## src/rtl/udp_tx_sched_if.sv

```systemverilog
// Scheduler bus: packet-source channels on one side, the shared UDP TX framer on the other.
// master = scheduler; slave = sources + framer (or a bench standing in for them).
interface udp_tx_sched_if #(
    parameter int NUM_CH = 4
);
    logic                 link_up;
    logic [NUM_CH-1:0]    ch_req;
    logic [NUM_CH*16-1:0] ch_len;
    logic [NUM_CH*32-1:0] ch_data;
    logic [NUM_CH-1:0]    ch_rd;
    logic [NUM_CH-1:0]    ch_grant;
    logic [NUM_CH-1:0]    ch_done;
    logic                 ch_err;
    logic                 tx_start_en;
    logic [15:0]          tx_byte_num;
    logic [31:0]          tx_data;
    logic                 tx_request;
    logic                 tx_done;

    modport master (
        input  link_up, ch_req, ch_len, ch_data, tx_request, tx_done,
        output ch_rd, ch_grant, ch_done, ch_err, tx_start_en, tx_byte_num, tx_data
    );

    modport slave (
        output link_up, ch_req, ch_len, ch_data, tx_request, tx_done,
        input  ch_rd, ch_grant, ch_done, ch_err, tx_start_en, tx_byte_num, tx_data
    );
endinterface

```

## src/rtl/udp_tx_sched.sv

```systemverilog
// Round-robin scheduler sharing one UDP TX framer between NUM_CH packet sources,
// with length screening, inter-frame gap and a hung-framer timeout.
module udp_tx_sched #(
    parameter int NUM_CH      = 4,
    parameter int MAX_LEN     = 1472,
    parameter int IFG_CYC     = 16,
    parameter int TIMEOUT_CYC = 4096
) (
    input  logic           clk,
    input  logic           rst_n,
    udp_tx_sched_if.master bus
);
    localparam int CW = (NUM_CH > 1) ? $clog2(NUM_CH) : 1;
    localparam int TW = $clog2(TIMEOUT_CYC);
    localparam int GW = (IFG_CYC > 1) ? $clog2(IFG_CYC) : 1;

    typedef enum logic [2:0] {
        S_IDLE,
        S_ARB,
        S_REJECT,
        S_START,
        S_WAIT_DONE,
        S_GAP
    } state_t;

    state_t            state;
    state_t            state_nxt;
    logic [CW-1:0]     rr_ptr;
    logic [CW-1:0]     owner;
    logic [CW-1:0]     win_idx;
    logic [CW-1:0]     scan_idx;
    logic [CW-1:0]     rr_nxt;
    logic              found;
    logic [15:0]       win_len;
    logic              len_bad;
    logic [15:0]       len_q;
    logic [15:0]       words_left;
    logic [TW-1:0]     timer;
    logic [GW-1:0]     gap_cnt;
    logic [31:0]       tx_data_q;
    logic              in_wait;
    logic              pop;
    logic              timeout;
    logic [NUM_CH-1:0] owner_oh;

    // First requester at or after rr_ptr, wrapping around the channel list.
    always_comb begin
        found    = 1'b0;
        win_idx  = '0;
        scan_idx = '0;
        for (int i = 0; i < NUM_CH; i++) begin
            scan_idx = CW'((int'(rr_ptr) + i) % NUM_CH);
            if (!found && bus.ch_req[scan_idx]) begin
                found   = 1'b1;
                win_idx = scan_idx;
            end
        end
    end

    assign win_len  = bus.ch_len[16*win_idx +: 16];
    assign len_bad  = (win_len == 16'd0) || (int'(win_len) > MAX_LEN);
    assign rr_nxt   = (win_idx == CW'(NUM_CH - 1)) ? '0 : win_idx + 1'b1;

    assign in_wait  = (state == S_WAIT_DONE);
    assign pop      = in_wait && bus.tx_request && (words_left != 16'd0);
    assign timeout  = in_wait && (timer == TW'(TIMEOUT_CYC - 1));
    assign owner_oh = NUM_CH'(1) << owner;

    always_comb begin
        state_nxt = state;
        case (state)
            S_IDLE:      if (bus.link_up && |bus.ch_req) state_nxt = S_ARB;
            S_ARB: begin
                if (!found)       state_nxt = S_IDLE;
                else if (len_bad) state_nxt = S_REJECT;
                else              state_nxt = S_START;
            end
            S_REJECT:    state_nxt = S_IDLE;
            S_START:     state_nxt = S_WAIT_DONE;
            S_WAIT_DONE: if (bus.tx_done || timeout) state_nxt = S_GAP;
            S_GAP:       if (gap_cnt == GW'(IFG_CYC - 1)) state_nxt = S_IDLE;
            default:     state_nxt = S_IDLE;
        endcase
    end

    always_ff @(posedge clk or negedge rst_n) begin
        if (!rst_n) begin
            state      <= S_IDLE;
            rr_ptr     <= '0;
            owner      <= '0;
            len_q      <= '0;
            words_left <= '0;
            timer      <= '0;
            gap_cnt    <= '0;
            tx_data_q  <= '0;
        end else begin
            state <= state_nxt;
            case (state)
                S_ARB: begin
                    if (found) begin
                        owner  <= win_idx;
                        rr_ptr <= rr_nxt;
                        if (!len_bad) begin
                            len_q      <= win_len;
                            words_left <= 16'((17'(win_len) + 17'd3) >> 2);
                        end
                    end
                end
                S_START: timer <= '0;
                S_WAIT_DONE: begin
                    timer   <= timer + 1'b1;
                    gap_cnt <= '0;
                    // A request with the tail already delivered leaves tx_data untouched.
                    if (pop) begin
                        tx_data_q  <= bus.ch_data[32*owner +: 32];
                        words_left <= words_left - 16'd1;
                    end
                end
                S_GAP: gap_cnt <= gap_cnt + 1'b1;
                default: ;
            endcase
        end
    end

    assign bus.ch_rd       = pop ? owner_oh : '0;
    assign bus.ch_grant    = (state == S_START || in_wait) ? owner_oh : '0;
    assign bus.ch_done     = ((state == S_REJECT) || (in_wait && (bus.tx_done || timeout)))
                             ? owner_oh : '0;
    assign bus.ch_err      = (state == S_REJECT) || (timeout && !bus.tx_done);
    assign bus.tx_start_en = (state == S_START);
    assign bus.tx_byte_num = len_q;
    assign bus.tx_data     = tx_data_q;
endmodule

```

## src/flat_wrapper.sv

```systemverilog
// flat-port wrapper written by rule: the top's interface ports become plain ports
module udp_tx_sched_flat 
#(
    parameter int NUM_CH      = 4,
    parameter int MAX_LEN     = 1472,
    parameter int IFG_CYC     = 16,
    parameter int TIMEOUT_CYC = 4096
)
  (clk, rst_n, bus_link_up, bus_ch_req, bus_ch_len, bus_ch_data, bus_tx_request, bus_tx_done, bus_ch_rd, bus_ch_grant, bus_ch_done, bus_ch_err, bus_tx_start_en, bus_tx_byte_num, bus_tx_data);
  udp_tx_sched_if #(.NUM_CH(NUM_CH)) bus_i ();
  input  logic clk;
  input  logic rst_n;
  input wire logic [$bits(bus_i.link_up)-1:0] bus_link_up;
  input wire logic [$bits(bus_i.ch_req)-1:0] bus_ch_req;
  input wire logic [$bits(bus_i.ch_len)-1:0] bus_ch_len;
  input wire logic [$bits(bus_i.ch_data)-1:0] bus_ch_data;
  input wire logic [$bits(bus_i.tx_request)-1:0] bus_tx_request;
  input wire logic [$bits(bus_i.tx_done)-1:0] bus_tx_done;
  output wire logic [$bits(bus_i.ch_rd)-1:0] bus_ch_rd;
  output wire logic [$bits(bus_i.ch_grant)-1:0] bus_ch_grant;
  output wire logic [$bits(bus_i.ch_done)-1:0] bus_ch_done;
  output wire logic [$bits(bus_i.ch_err)-1:0] bus_ch_err;
  output wire logic [$bits(bus_i.tx_start_en)-1:0] bus_tx_start_en;
  output wire logic [$bits(bus_i.tx_byte_num)-1:0] bus_tx_byte_num;
  output wire logic [$bits(bus_i.tx_data)-1:0] bus_tx_data;
  assign bus_i.link_up = bus_link_up;
  assign bus_i.ch_req = bus_ch_req;
  assign bus_i.ch_len = bus_ch_len;
  assign bus_i.ch_data = bus_ch_data;
  assign bus_i.tx_request = bus_tx_request;
  assign bus_i.tx_done = bus_tx_done;
  assign bus_ch_rd = bus_i.ch_rd;
  assign bus_ch_grant = bus_i.ch_grant;
  assign bus_ch_done = bus_i.ch_done;
  assign bus_ch_err = bus_i.ch_err;
  assign bus_tx_start_en = bus_i.tx_start_en;
  assign bus_tx_byte_num = bus_i.tx_byte_num;
  assign bus_tx_data = bus_i.tx_data;
  udp_tx_sched #(.NUM_CH(NUM_CH), .MAX_LEN(MAX_LEN), .IFG_CYC(IFG_CYC), .TIMEOUT_CYC(TIMEOUT_CYC)) u_core (.clk(clk), .rst_n(rst_n), .bus(bus_i));
endmodule
```

## config.mk

```make
export PLATFORM = sky130hd
export DESIGN_NAME = udp_tx_sched_flat
export DESIGN_NICKNAME = d
export VERILOG_FILES = /design/src/rtl/udp_tx_sched_if.sv /design/src/rtl/udp_tx_sched.sv /design/src/flat_wrapper.sv
export SDC_FILE = /design/constraint.sdc
export NUM_CORES = 1
export LEC_CHECK = 0
export BUFFER_PORTS_ARGS = -buffer_cell sky130_fd_sc_hd__buf_4
export CAP_MARGIN = 20
export CORE_MARGIN = 2
export CORE_UTILIZATION = 30
export DETAILED_ROUTE_END_ITERATION = 8
export HOLD_SLACK_MARGIN = 0.02
export PLACE_DENSITY_LB_ADDON = 0.3
export SETUP_SLACK_MARGIN = 0.4
export SLEW_MARGIN = 15
export SYNTH_ARGS = -nofsm -noshare
export SYNTH_HDL_FRONTEND = slang
export SYNTH_SLANG_ARGS = --single-unit
```

## constraint.sdc

```tcl
create_clock -name clk -period 4.3 [get_ports clk]
set_clock_uncertainty 0.05 [all_clocks]
set_input_delay 0.645 -clock clk [delete_from_list [all_inputs] [get_ports clk]]
set_output_delay 0.645 -clock clk [all_outputs]
set_load 0.03 [all_outputs]
```

==> results of run 1 <==
## state kept, by name (all words and copies together) (netlist names)
name / cells
u_core.bus.tx_byte_num: 16
u_core.timer: 12
u_core.state: 3
u_core.words_left: 16
u_core.rr_ptr: 2
u_core.owner: 2
u_core.bus.tx_data: 32
u_core.gap_cnt: 4
## layout by cell type, fill, tap and decap left out, types with 5 or more instances in the layout
cell,n
sky130_fd_sc_hd__nor2_1,34
sky130_fd_sc_hd__nor2b_1,8
sky130_fd_sc_hd__buf_4,279
sky130_fd_sc_hd__a211oi_1,5
sky130_fd_sc_hd__mux2i_1,31
sky130_fd_sc_hd__mux4_2,32
sky130_fd_sc_hd__a211o_1,6
sky130_fd_sc_hd__nand2b_1,11
sky130_fd_sc_hd__inv_1,14
sky130_fd_sc_hd__nor3_1,14
sky130_fd_sc_hd__o21ai_0,34
sky130_fd_sc_hd__nand3_1,22
sky130_fd_sc_hd__nand2_1,141
sky130_fd_sc_hd__nor4_1,5
sky130_fd_sc_hd__or3_1,5
sky130_fd_sc_hd__clkbuf_16,9
sky130_fd_sc_hd__a22o_1,7
sky130_fd_sc_hd__xnor2_1,9
sky130_fd_sc_hd__o2bb2ai_1,5
sky130_fd_sc_hd__o22ai_1,11
sky130_fd_sc_hd__mux2_2,13
sky130_fd_sc_hd__and3_1,13
sky130_fd_sc_hd__a21oi_1,11
sky130_fd_sc_hd__dfrtp_1,86
## worst register-to-register path, stage by stage, from the launching register on
cell	delay, ns
sky130_fd_sc_hd__dfrtp_1	0.44
sky130_fd_sc_hd__nand2b_1	0.19
sky130_fd_sc_hd__a21oi_1	0.23
sky130_fd_sc_hd__or2_1	0.28
sky130_fd_sc_hd__buf_4	0.31
sky130_fd_sc_hd__mux2i_1	0.24
sky130_fd_sc_hd__mux2i_1	0.15
sky130_fd_sc_hd__a211oi_1	0.18
sky130_fd_sc_hd__or4b_4	0.52
sky130_fd_sc_hd__nor3_4	0.16
sky130_fd_sc_hd__buf_4	0.30
sky130_fd_sc_hd__mux2_2	0.37
## cell usage after synthesis (8+ instances only)
library cell and n:
sky130_fd_sc_hd__o22ai_1 11, sky130_fd_sc_hd__nand2_1 141, sky130_fd_sc_hd__nor2_1 34, sky130_fd_sc_hd__o21ai_0 34
sky130_fd_sc_hd__nand3_1 22, sky130_fd_sc_hd__clkbuf_1 25, sky130_fd_sc_hd__nand2b_1 11, sky130_fd_sc_hd__mux2_2 13
sky130_fd_sc_hd__nor3_1 14, sky130_fd_sc_hd__nor2b_1 8, sky130_fd_sc_hd__and3_1 13, sky130_fd_sc_hd__a21oi_1 11
sky130_fd_sc_hd__mux4_2 32, sky130_fd_sc_hd__mux2i_1 31, sky130_fd_sc_hd__dfrtp_1 87, sky130_fd_sc_hd__xnor2_1 9
sky130_fd_sc_hd__inv_1 14
## report_power, final
part           leakage, uW  internal, uW  switching, uW
sequential         0.00111          1080            263
combinational      0.00275          1140           1420
clock             0.000165           558            324
## through the flow
| stage | power, uW | util, % | hold WS [ns] |
|---|---|---|---|
| floorplan | 3064 | - | 0.2994 |
| global placement | 3912 | 42.49 | 0.4101 |
| detailed placement | 3943 | 42.49 | 0.4137 |
| CTS | 4839 | 44.33 | 0.3882 |
| global route | 5125 | 44.36 | 0.4158 |
| finish | 4787 | 44.36 | 0.3460 |
## repair_timing
| action | 4_1_cts | 5_1_grt |
|---|---|---|
| buffers inserted | 0 | 0 |
| hold buffers | 0 | 0 |
| endpoints found under the hold margin | 0 | 0 |
| resized for setup | 0 | 1 |
| setup endpoints to repair | 0 | 4 |
## final cells by class
type	instances	area [sq um]	share of cell area, %
repair buffers	279	2095	25.33
inverters	15	56.30	0.6809
well taps	234	292.8	3.541
clock buffers	12	266.5	3.223
flip-flops and latches	87	2178	26.34
clock inverters	4	76.32	0.9230
multi-input cells	469	3304	39.96
## worst paths after layout
check / from / end / slack [ns] / cells after the start
setup / recovery: u_core.words_left[0]$_DFFE_PN0P_ / bus_ch_rd[0] / 0.77 / 9
hold / removal: rst_n / u_core.bus.tx_data[0]$_DFFE_PN0P_ / 0.35 / 1
setup reg to reg: u_core.rr_ptr[1]$_DFFE_PN0P_ / u_core.bus.tx_byte_num[7]$_DFFE_PN0P_ / 0.79 / 11
hold reg to reg: u_core.bus.tx_data[6]$_DFFE_PN0P_ / u_core.bus.tx_data[6]$_DFFE_PN0P_ / 0.43 / 2
max in group asynchronous: rst_n / u_core.bus.tx_data[10]$_DFFE_PN0P_ / 3.00 / 2
min in group clk: u_core.bus.tx_data[6]$_DFFE_PN0P_ / u_core.bus.tx_data[6]$_DFFE_PN0P_ / 0.43 / 2
## routing by layer
metal	GRT usage, %	up-vias
met5	0	-
met4	4.211	0
met3	2.396	22
met2	29.28	103
met1	25.27	2695
li1	-	2703
## cell families after synthesis
kind of cell,synth area share [%]
AND/OR/NAND/NOR,21.70
AO/OA/AOI/OAI,12.78
flip-flops,38.33
multiplexers,20.93
buffers and inverters,3.899
XOR/XNOR,1.697
adder cells (fa/ha/maj),0.6610
==> flow_results.org, run 1 <==
** Routing
- The detail route stage leaves a number of antenna-violating nets equal to 0.
- DRC violations left :: 0
- Average wire length per cell after detail routing :: 16.65 um
- The final layout contains routed wiring with a total length of 18,310 um.
- After detailed routing, the number of vias per cell comes to 5.021.
- Wire segments on met2 add up to 9199 um in the final route.
- For this block, the initial DRC count from the detailed router was 382.
- Routed length on met3 :: 575 um
- The pre-antenna-repair detailed-routing pass consisted of 4 iterations.
- Vias post-DR :: 5,523
- The detailed router used layers up to and including met4.
- Post-Route M1 WL :: 8266 um

** Clocking
- CTS root buffer :: sky130_fd_sc_hd__clkbuf_16
- Worst-Skew Late Latency :: 0.34 ns
- After clock tree synthesis, the clock-pin slew on the worst setup and hold paths is 0.06 ns.
- Clock tree synthesis found a total of 87 sinks.
- TritonCTS clock tree :: built
- In this run the deepest clock path goes through 2 buffers.
- In this run, CTS created clock tree buffers numbering 9.
- Clock H-tree levels :: 3

** STA
- Adding up every negative setup slack in the final design gives 0 ns.
- The clock period could shrink to 3.528 ns.
- Total of endpoints with negative setup slack in the final report :: 0
- The max-slew violation count came to 0.
- Setup repair after global routing left no endpoint under its margin.
- Hold violation count in the final report :: 0
- Relative slew slack :: 39.62%
- Timing would allow up to 283.4 MHz.
- Fin crit share :: 82.05%
- The worst path meets setup with 0.7717 ns of slack.
- For the pin with the worst max-slew slack, the measured transition is 0.9024 ns.

** Min path
- The path class of the tightest hold or removal check is input pin to asynchronous set/reset pin.

** Placement
- Post-place instance area :: 7921 sq um
- HPWL after DPL :: 14,360 um
- After detailed placement, the design holds a cell count of 1,084.
- # port buffers :: 262
- At the placement stage, the worst setup path has a slack of 0.5357 ns.
- Routability-driven placement finished with a final weighted congestion of 0.8284.

** Floorplanning
- Row Count :: 50
- Once the floorplan was initialized, standard cells occupied 30.46% of the core.
- Overall die area :: 20,050 sq um
- Die extent in x :: 141.6 um
- In this run the vertical extent of the chip is 141.6 um.
- In this run the count of I/O pins placed on the die edge is 263.
- Core region area :: 18,640 sq um

** Logic synthesis
- Fraction of synthesized cell area taken by the top area cell type :: 38.33%
- Yosys attributes the largest share of cell area to sky130_fd_sc_hd__dfrtp_1 38%, sky130_fd_sc_hd__mux4_2 13%, sky130_fd_sc_hd__nand2_1 9.3%.
- In the synthesized netlist the async set-or-reset flop fraction comes to 100.0%.
- Flop and latch count out of synthesis :: 87
- Sequential elements use 38.33% of the synthesized area.
- Synthesis Warnings :: 0
- Count of flip-flops with a built-in enable after synthesis :: 0
- Nets in the synthesized netlist :: 811
- The most used flip-flop cell after synthesis is sky130_fd_sc_hd__dfrtp_1.
- The cell count after synthesis came out at 607.
- sky130_fd_sc_hd__dfrtp_1 takes more of the synthesized area than any other cell.
- Yosys mapped the design onto 61 distinct sky130hd cell types.
- Mean Syn Cell Area :: 9.356 sq um
- Post-synthesis instance area :: 5679 sq um

** Power and ir drop
- Total power per unit cell area :: 578.9 nW/um^2
- Leakage power total :: 0.004018 uW
- IR analysis of the VDD net gives a maximum drop of 212.1 uV.

** Status
- The flow ran to the end, and the final reports show no timing, DRC or antenna violations.

** Critical path
- CP bufs+invs :: 2
- The worst setup path is of the flop to primary output kind.
- On the critical path the largest part of the delay comes from simple AND/OR/NAND/NOR gates.
- Endpoint arrival time on the critical path :: 2.83 ns
- Cells along the critical path :: inv_1 > ha_1 > nor3b_2 > nand2_1 > nor4_1 > nand2b_1 > o311ai_4 > nor3_1 > buf_4
- Slowest cell delay on critical path :: 0.46 ns
- Critical Path Start Type :: flop
- CP endpoint kind :: primary output
- Worst endpoint required time :: 3.61 ns
- The largest individual stage delay along the critical path comes from the cell sky130_fd_sc_hd__o311ai_4.
- In this run the worst path has a maximum fanout of 7.

** GRT
- Total global routing overflow :: 0
- Initial antenna violation count :: 0
- Number of global-route vias before repair :: 5,347
- Maximum number of pins on one net before global-route repair :: 65
- The first global-routing pass estimated 28,520 um of wire.
- Total Routing Usage GR :: 17.89%

** Layout
- The post-route netlist has 40.76% of its cells at a drive strength greater than 1.
- Total number of nets in the final design :: 1,065
- Count of antenna diodes in the layout :: 0
- Summing all non-filler instances in the final layout gives an area of 8269 sq um.
- Number of inserted filler cells in the final layout :: 1,862
- Layout-stage area growth over the synthesis result :: 45.60%
- Number of standard cells in the layout, taps in and fillers out :: 1,100

** Job
- Max-cap violations in this run came to 0.
No activity file was read; power rests on OpenSTA's default activity.
==> run 2, diff against run 1 <==
clock period = 3.3 ns   (was 4.3 ns; I/O delays follow)
==> run 2 against run 1 <==
- non-clock buffer count increased by 63
- critical path type is now flop to flop
- design area increased by 11%
- routed wire length increased by 6.6%
- clock power increased by 19%
- critical endpoint is now u_core.words_left[10]$_DFFE_PN0P_
- worst hold slack got worse by 0.20 ns
- combinational power rose by 58%
- first-iteration DRC count decreased by 22%
- final cell count grew 5.7%
- total power rose by 44%
- largest power group unchanged
==> flow_results.org, run 2 (same netlist as run 1, synthesis figures left out) <==
** Power and ir drop
- Combinational group share of total power :: 58.9%
- The completed layout was analyzed and its total power is 6882 uW.
- Total power per unit cell area :: 748.0 nW/um^2
- Sequential cells burn 25.9% of the power.
- Clock share of power :: 15.3%
- The worst-case IR drop observed on VDD is 268.0 uV.
- Of the total power, the share spent switching nets is 42.27%.
- Leakage power total :: 0.004405 uW
- In this run the power spent charging and discharging nets is 2909 uW.
- Total internal power :: 3973 uW

** GRT
- The number of antenna violations at the first check in global routing was 0.
- After global routing the overflow that remains totals 0.
- Met3 global-route usage :: 2.632%
- Number of global-route vias before repair :: 5,618
- Entering global routing, the biggest net connects 53 pins.
- For this run, global-route usage on met2 was measured as 31.37%.
- The first global-routing pass estimated 29,300 um of wire.
- Across every metal layer, demand over resource in global routing totals 18.32%.
- After global routing, the most crowded layer is met2.
- Global routing used 25.06% of the available met1 tracks.

** Routing
- The detailed router placed 5,864 vias in this run.
- Pre-antenna DRT Iters :: 4
- Dividing the detail-routed wire length by the instance count gives 16.79 um.
- For this block, the initial DRC count from the detailed router was 299.
- After detailed routing, the number of remaining DRC violations is 0.
- Routed via count divided by cell count :: 5.042
- The routed design has 19,530 um of wire.
- The detail route stage leaves a number of antenna-violating nets equal to 0.

** Floorplanning
- Once the floorplan was initialized, standard cells occupied 30.46% of the core.
- In this run the standard cell core region covers 18,640 sq um.
- Overall die area :: 20,050 sq um
- In this run the vertical extent of the chip is 141.6 um.
- During I/O placement, the number of pins put on the boundary was 263.
- Row generation in the floorplan step produced 50 rows.
- Die extent in x :: 141.6 um

** STA
- Hold is met by 0.1411 ns.
- Fin crit share :: 96.81%
- Hold violation count in the final report :: 0
- Final critical delay including setup and external delays :: 3.195 ns
- For the pin with the worst max-slew slack, the measured transition is 0.6874 ns.
- Setup violations remaining at the end of the flow were counted as 0.
- Derived from the worst setup path, the maximum achievable clock frequency is 313.0 MHz.
- Setup slack on the critical path of the routed design comes to 0.1053 ns.
- Max-slew violations :: 0
- Relative slew slack :: 54.17%
- Setup repair after global routing could not meet its margin everywhere.

** Clocking
- TritonCTS created 9 clock buffers.
- The number of hold buffers added after CTS was 0.
- Clock H-tree levels :: 3
- CTS root buffer :: sky130_fd_sc_hd__clkbuf_16
- Worst-path clk slew :: 0.07 ns
- The clock net in this run drives a total of 87 sinks.
- Longest Clk Path Bufs :: 2
- For the worst-skew pair, the clock arrives at the later sink with an insertion delay of 0.34 ns.
- TritonCTS built the clock tree.

** Placement
- Routability-driven placement finished with a final weighted congestion of 0.8102.
- # port buffers :: 262
- After detailed placement, the design holds a cell count of 1,120.
- HPWL after DPL :: 14,810 um
- Worst slack at placement :: -0.02747 ns

** Job
- Max_cap viols :: 0

** Status
- The flow ran to the end, and the final reports show no timing, DRC or antenna violations.

** Critical path
- For the worst setup path, the data required time is 3.47 ns.
- For this run, the slowest stage of the critical path takes 0.44 ns.
- Worst path slowest cell :: sky130_fd_sc_hd__dfrtp_2
- STA classifies the critical path endpoint as a flop.
- Critical Path Start Type :: flop
- The critical path in this run is classified as flop to flop.
- Of all nets on the critical path, the largest fanout is 11.
- At the worst endpoint, the arrival time is 3.37 ns.
- Cells along the critical path :: mux2i_4 > o2bb2ai_4 > or2_4 > buf_12 > buf_12 > mux2i_1 > mux2_2 > nor4_2 > mux2_4 > nor3_4 > buf_6 > or2_4 > buf_6 > a32o_1

** Layout
- The post-route netlist has 49.41% of its cells at a drive strength greater than 1.
- Max FFs per register :: 32
- Total number of nets in the final design :: 1,128
- Most frequent standard cell in the layout excluding fill and tap cells :: sky130_fd_sc_hd__buf_4
- The count of cells in the finished layout, fillers not included, comes to 1,163.
- Layout-stage area growth over the synthesis result :: 62.00%
- Count of antenna diodes in the layout :: 0
- The top cell types in the final layout, fill and taps aside, are 320 x sky130_fd_sc_hd__buf_4, 139 x sky130_fd_sc_hd__nand2_1, 84 x sky130_fd_sc_hd__dfrtp_1.

** Min path
- The min-delay analysis places its worst path in the category input pin to asynchronous set/reset pin.
-- run 2: final cells by class --
class | count | area, sq um
multi-input cells | 469 | 3636
well taps | 234 | 292.8
clock buffers | 10 | 229.0
flip-flops and latches | 87 | 2181
fillers | 1770 | 9443
clock inverters | 6 | 75.07
repair buffers | 342 | 2730
inverters | 15 | 56.30
-- run 2: power groups by stage --
stage | Sequential (uW) | Combinational [uW] | Clock, uW
after floorplan | 2050 | 2070 | 0
after global placement | 1770 | 3710 | 0
after detailed placement | 1780 | 3750 | 0
after CTS | 1770 | 3940 | 1080
after global routing | 1840 | 4380 | 1120
final | 1780 | 4050 | 1050
-- run 2: repair_timing --
item | in CTS | in global routing
setup buffers | 20 | 5
hold endpoints to repair | 0 | 0
gates resized for setup | 32 | 34
cloned | 0 | 2
endpoints found under the setup margin | 41 | 45
pin swaps | 12 | 20
-- run 2: path summary, 6_finish.rpt --
kind / startpoint / endpoint / slack (ns) / depth (start not counted)
worst max-delay path: u_core.rr_ptr[1]$_DFFE_PN0P_ / u_core.words_left[10]$_DFFE_PN0P_ / 0.11 / 14
worst min-delay path: rst_n / u_core.bus.tx_data[21]$_DFFE_PN0P_ / 0.14 / 1
worst max register to register: u_core.rr_ptr[1]$_DFFE_PN0P_ / u_core.words_left[10]$_DFFE_PN0P_ / 0.11 / 14
worst min register to register: u_core.bus.tx_data[4]$_DFFE_PN0P_ / u_core.bus.tx_data[4]$_DFFE_PN0P_ / 0.43 / 2
max in group asynchronous: rst_n / u_core.timer[10]$_DFFE_PN0N_ / 2.32 / 2
min in group clk: u_core.bus.tx_data[4]$_DFFE_PN0P_ / u_core.bus.tx_data[4]$_DFFE_PN0P_ / 0.43 / 2
-- run 2: layer usage --
metal,part of all wire [%],wire length [um],vias up
li1,-,-,2821
met3,3.7,721,15
met2,52,10130,141
met5,0,0,-
met4,0.91,178,0
met1,44,8498,2887
-- run 2: worst max-delay path, delay by kind of cell (launching register included) --
family                 cells  cell delay, ns
multiplexers               4            0.88
AND/OR/NAND/NOR            4            0.82
buffers and inverters      4            0.55
flip-flops                 1            0.44
AO/OA/AOI/OAI              2            0.32
-- run 2: metrics by stage --
step                       TNS, ns  instance area, sq um  util [%]
final                            0                  9200     49.35
after global routing             0                  9200     49.35
after floorplan                  0                  5859         -
after global placement           0                  8381     44.95
after CTS                        0                  8967     48.10
after detailed placement  -0.06361                  8381     44.95
==> run 3, diff against run 2 <==
SETUP_SLACK_MARGIN = unset   (was 0.4)
==> run 3 against run 2 <==
- die area unchanged
- critical path type unchanged
- clock power up 5%
- highest routed layer unchanged
- total power down 1.7%
- final cell count down 0.43%
- via count down 1.1%
- largest cell class unchanged
- design area down 2.7%
- register-to-register slack about the same
- sequential power down 4%
==> flow_results.org, run 3 (same netlist as run 1, synthesis figures left out) <==
** Layout
- Number of standard cells in the layout, taps in and fillers out :: 1,158
- After routing the design area is 8954 sq um.
- Max FFs per register :: 32
- Proportion of layout cells with a drive suffix above 1 :: 46.65%
- Number of inserted filler cells in the final layout :: 1,764
- At the end of the flow, the number of nets in the layout was 1,123.
- Count of antenna diodes in the layout :: 0
- Most frequent standard cell in the layout excluding fill and tap cells :: sky130_fd_sc_hd__buf_4
- From synthesis to final layout, the design area changed by 57.66%.
- In the layout the commonest cells are 321 x sky130_fd_sc_hd__buf_4, 139 x sky130_fd_sc_hd__nand2_1, 84 x sky130_fd_sc_hd__dfrtp_1.

** STA
- After layout, the minimum clock period comes to 3.199 ns.
- The worst pin sits at a relative slew slack of 44.75%.
- Hold violation count in the final report :: 0
- Derived from the worst setup path, the maximum achievable clock frequency is 312.6 MHz.
- Total of endpoints with negative setup slack in the final report :: 0
- Dividing the final minimum period by the clock period gives 96.94%.
- At the pin with the least slew margin, the transition time is 0.8257 ns.
- Setup repair after global routing missed its margin :: yes
- The max-slew violation count is 0.

** Clocking
- Number of clock buffers inserted by TritonCTS :: 9
- TritonCTS clock tree :: built
- In this run the clock root is driven by a sky130_fd_sc_hd__clkbuf_16.
- No sink is reached through more buffers than the 2 on the longest clock path.
- The H-tree was split into 3 levels.
- The clock drives 87 sinks.
- Worst-path clk slew :: 0.07 ns
- Worst-Skew Late Latency :: 0.34 ns

** Critical path
- In this design, the stage delay of the slowest critical-path cell is 0.56 ns.
- The endpoint identified for the worst register-to-register timing path is u_core.words_left[1]$_DFFE_PN0P_.
- STA classifies the critical path endpoint as a flop.
- Worst endpoint required time :: 3.48 ns
- Depth of the most critical reg-to-reg path :: 12
- The critical path is of the flop to flop type.
- Worst path slowest cell :: sky130_fd_sc_hd__or4b_4
- Crit path top cell by count :: sky130_fd_sc_hd__or2_4
- Of all nets on the critical path, the largest fanout is 11.
- At the worst endpoint, the arrival time is 3.38 ns.
- The setup check on the worst reg-to-reg path leaves a slack of 0.10 ns.
- Cells along the critical path :: and2_4 > o2bb2ai_2 > or2_4 > buf_12 > buf_4 > nand2_1 > and3_1 > a31oi_1 > or4b_4 > nor3_4 > or2_4 > mux2_4
- The startpoint identified for the worst register-to-register timing path is u_core.rr_ptr[1]$_DFFE_PN0P_.
- STA classifies the critical path startpoint as a flop.

** Job
- The tool flagged a number of max-cap violations equal to 0.

** Power and ir drop
- Leakage power total :: 0.004357 uW
- Total power per unit cell area :: 755.6 nW/um^2
- VDD IR-drop max :: 373.4 uV
- Final total power :: 6765 uW

** Floorplanning
- For this configuration, the core starts out at a cell density of 30.46%.
- Row Count :: 50
- The die covers 20,050 sq um.
- The total area inside the core boundary comes to 18,640 sq um.
- The die is 141.6 um wide.
- The die is 141.6 um tall.
- I/O pin cnt :: 263

** GRT
- Total global routing overflow :: 0
- Total Routing Usage GR :: 18.62%
- The number of antenna violations at the first check in global routing came to 0.
- The first global-routing pass estimated 29,700 um of wire.
- Number of global-route vias before repair :: 5,751
- Maximum number of pins on one net before global-route repair :: 51

** Min path
- The worst hold path belongs to the class input pin to asynchronous set/reset pin.

** Placement
- After legalization and detailed placement, the total HPWL measured 14,740 um.
- At the end of routability-driven placement, the weighted congestion stood at 0.8490.
- Post-place instance area :: 8329 sq um
- The number of placed instances, taps included, is 1,130.
- During placement, the flow inserted port buffers numbering 262.

** Status
- The run finished with clean final reports.

** Routing
- The first TritonRoute pass finished after 5 iterations.
- Across all layers, the routed design uses 5,802 vias.
- Dividing the detail-routed via count by the number of cells gives 5.010.
- Count of nets left with antenna violations after detail routing :: 0
- In the final routed layout, each cell accounts on average for 16.63 um.
- DRC violations left :: 0
- Overall routed net length :: 19,260 um
- DRC violation total after the first TritonRoute iteration :: 444
## run 3: area by class of cell
type,count,area (sq um),area share [%]
Clock inverter,7,97.59,1.090
Tap cell,234,292.8,3.270
Sequential cell,87,2181,24.36
Timing Repair Buffer,337,2649,29.58
Inverter,15,56.30,0.6288
Clock buffer,9,225.2,2.515
Multi-Input combinational cell,469,3452,38.56
## run 3: repair_timing
action                                  in CTS  in global routing
setup buffers                                2                  9
resized for setup                            2                 44
gates cloned                                 0                  1
pin swaps                                    1                 18
endpoints found under the setup margin       8                 39
hold buffers                                 0                  0
## run 3: per-layer routing
metal | part of all wire [%] | global-route usage [%] | routed length [um]
met4 | 1.4 | 3.737 | 274
met2 | 50 | 30.22 | 9676
met1 | 45 | 26.04 | 8572
met3 | 3.8 | 3.679 | 733
met5 | 0 | 0 | 0
## run 3: report_power, final
part	leakage [uW]	internal (uW)	switching (uW)	total, uW
combinational	0.00310	1880	2070	3950
clock	0.000152	664	440	1100
sequential	0.00110	1420	293	1710
total	0.00436	3960	2810	6770
## run 3: worst max path at each step
stage | startpoint | to | cells after the start
after floorplan | bus_ch_req[0] | u_core.words_left[1]$_DFFE_PN0P_ | 12
after global placement | bus_ch_req[0] | u_core.bus.tx_byte_num[8]$_DFFE_PN0P_ | 12
after detailed placement | bus_ch_req[0] | u_core.bus.tx_byte_num[0]$_DFFE_PN0P_ | 13
after CTS | u_core.rr_ptr[1]$_DFFE_PN0P_ | u_core.bus.tx_byte_num[1]$_DFFE_PN0P_ | 13
after global routing | u_core.rr_ptr[1]$_DFFE_PN0P_ | u_core.words_left[4]$_DFFE_PN0P_ | 12
final | u_core.rr_ptr[1]$_DFFE_PN0P_ | u_core.words_left[1]$_DFFE_PN0P_ | 12
## run 3: stage by stage
step / setup WS [ns] / TNS [ns] / hold WS, ns / util (%)
4_1_cts: 0.008370 / 0 / 0.1359 / 46.58
6_report: 0.1010 / 0 / 0.1156 / 48.03
2_1_floorplan: 0.05551 / 0 / 0.1494 / -
5_1_grt: -0.03208 / -0.2536 / 0.1481 / 48.03
3_3_place_gp: -0.05762 / -0.8562 / 0.4096 / 44.68
3_5_place_dp: -0.1112 / -1.544 / 0.4142 / 44.68
## run 3: worst max-delay path, delay by kind of cell, from the launching register on
family / cells / cell delay, ns
mux: 1 / 0.29
flops: 1 / 0.45
buf+inv: 2 / 0.32
simple gates: 7 / 1.79
compound gates: 2 / 0.19
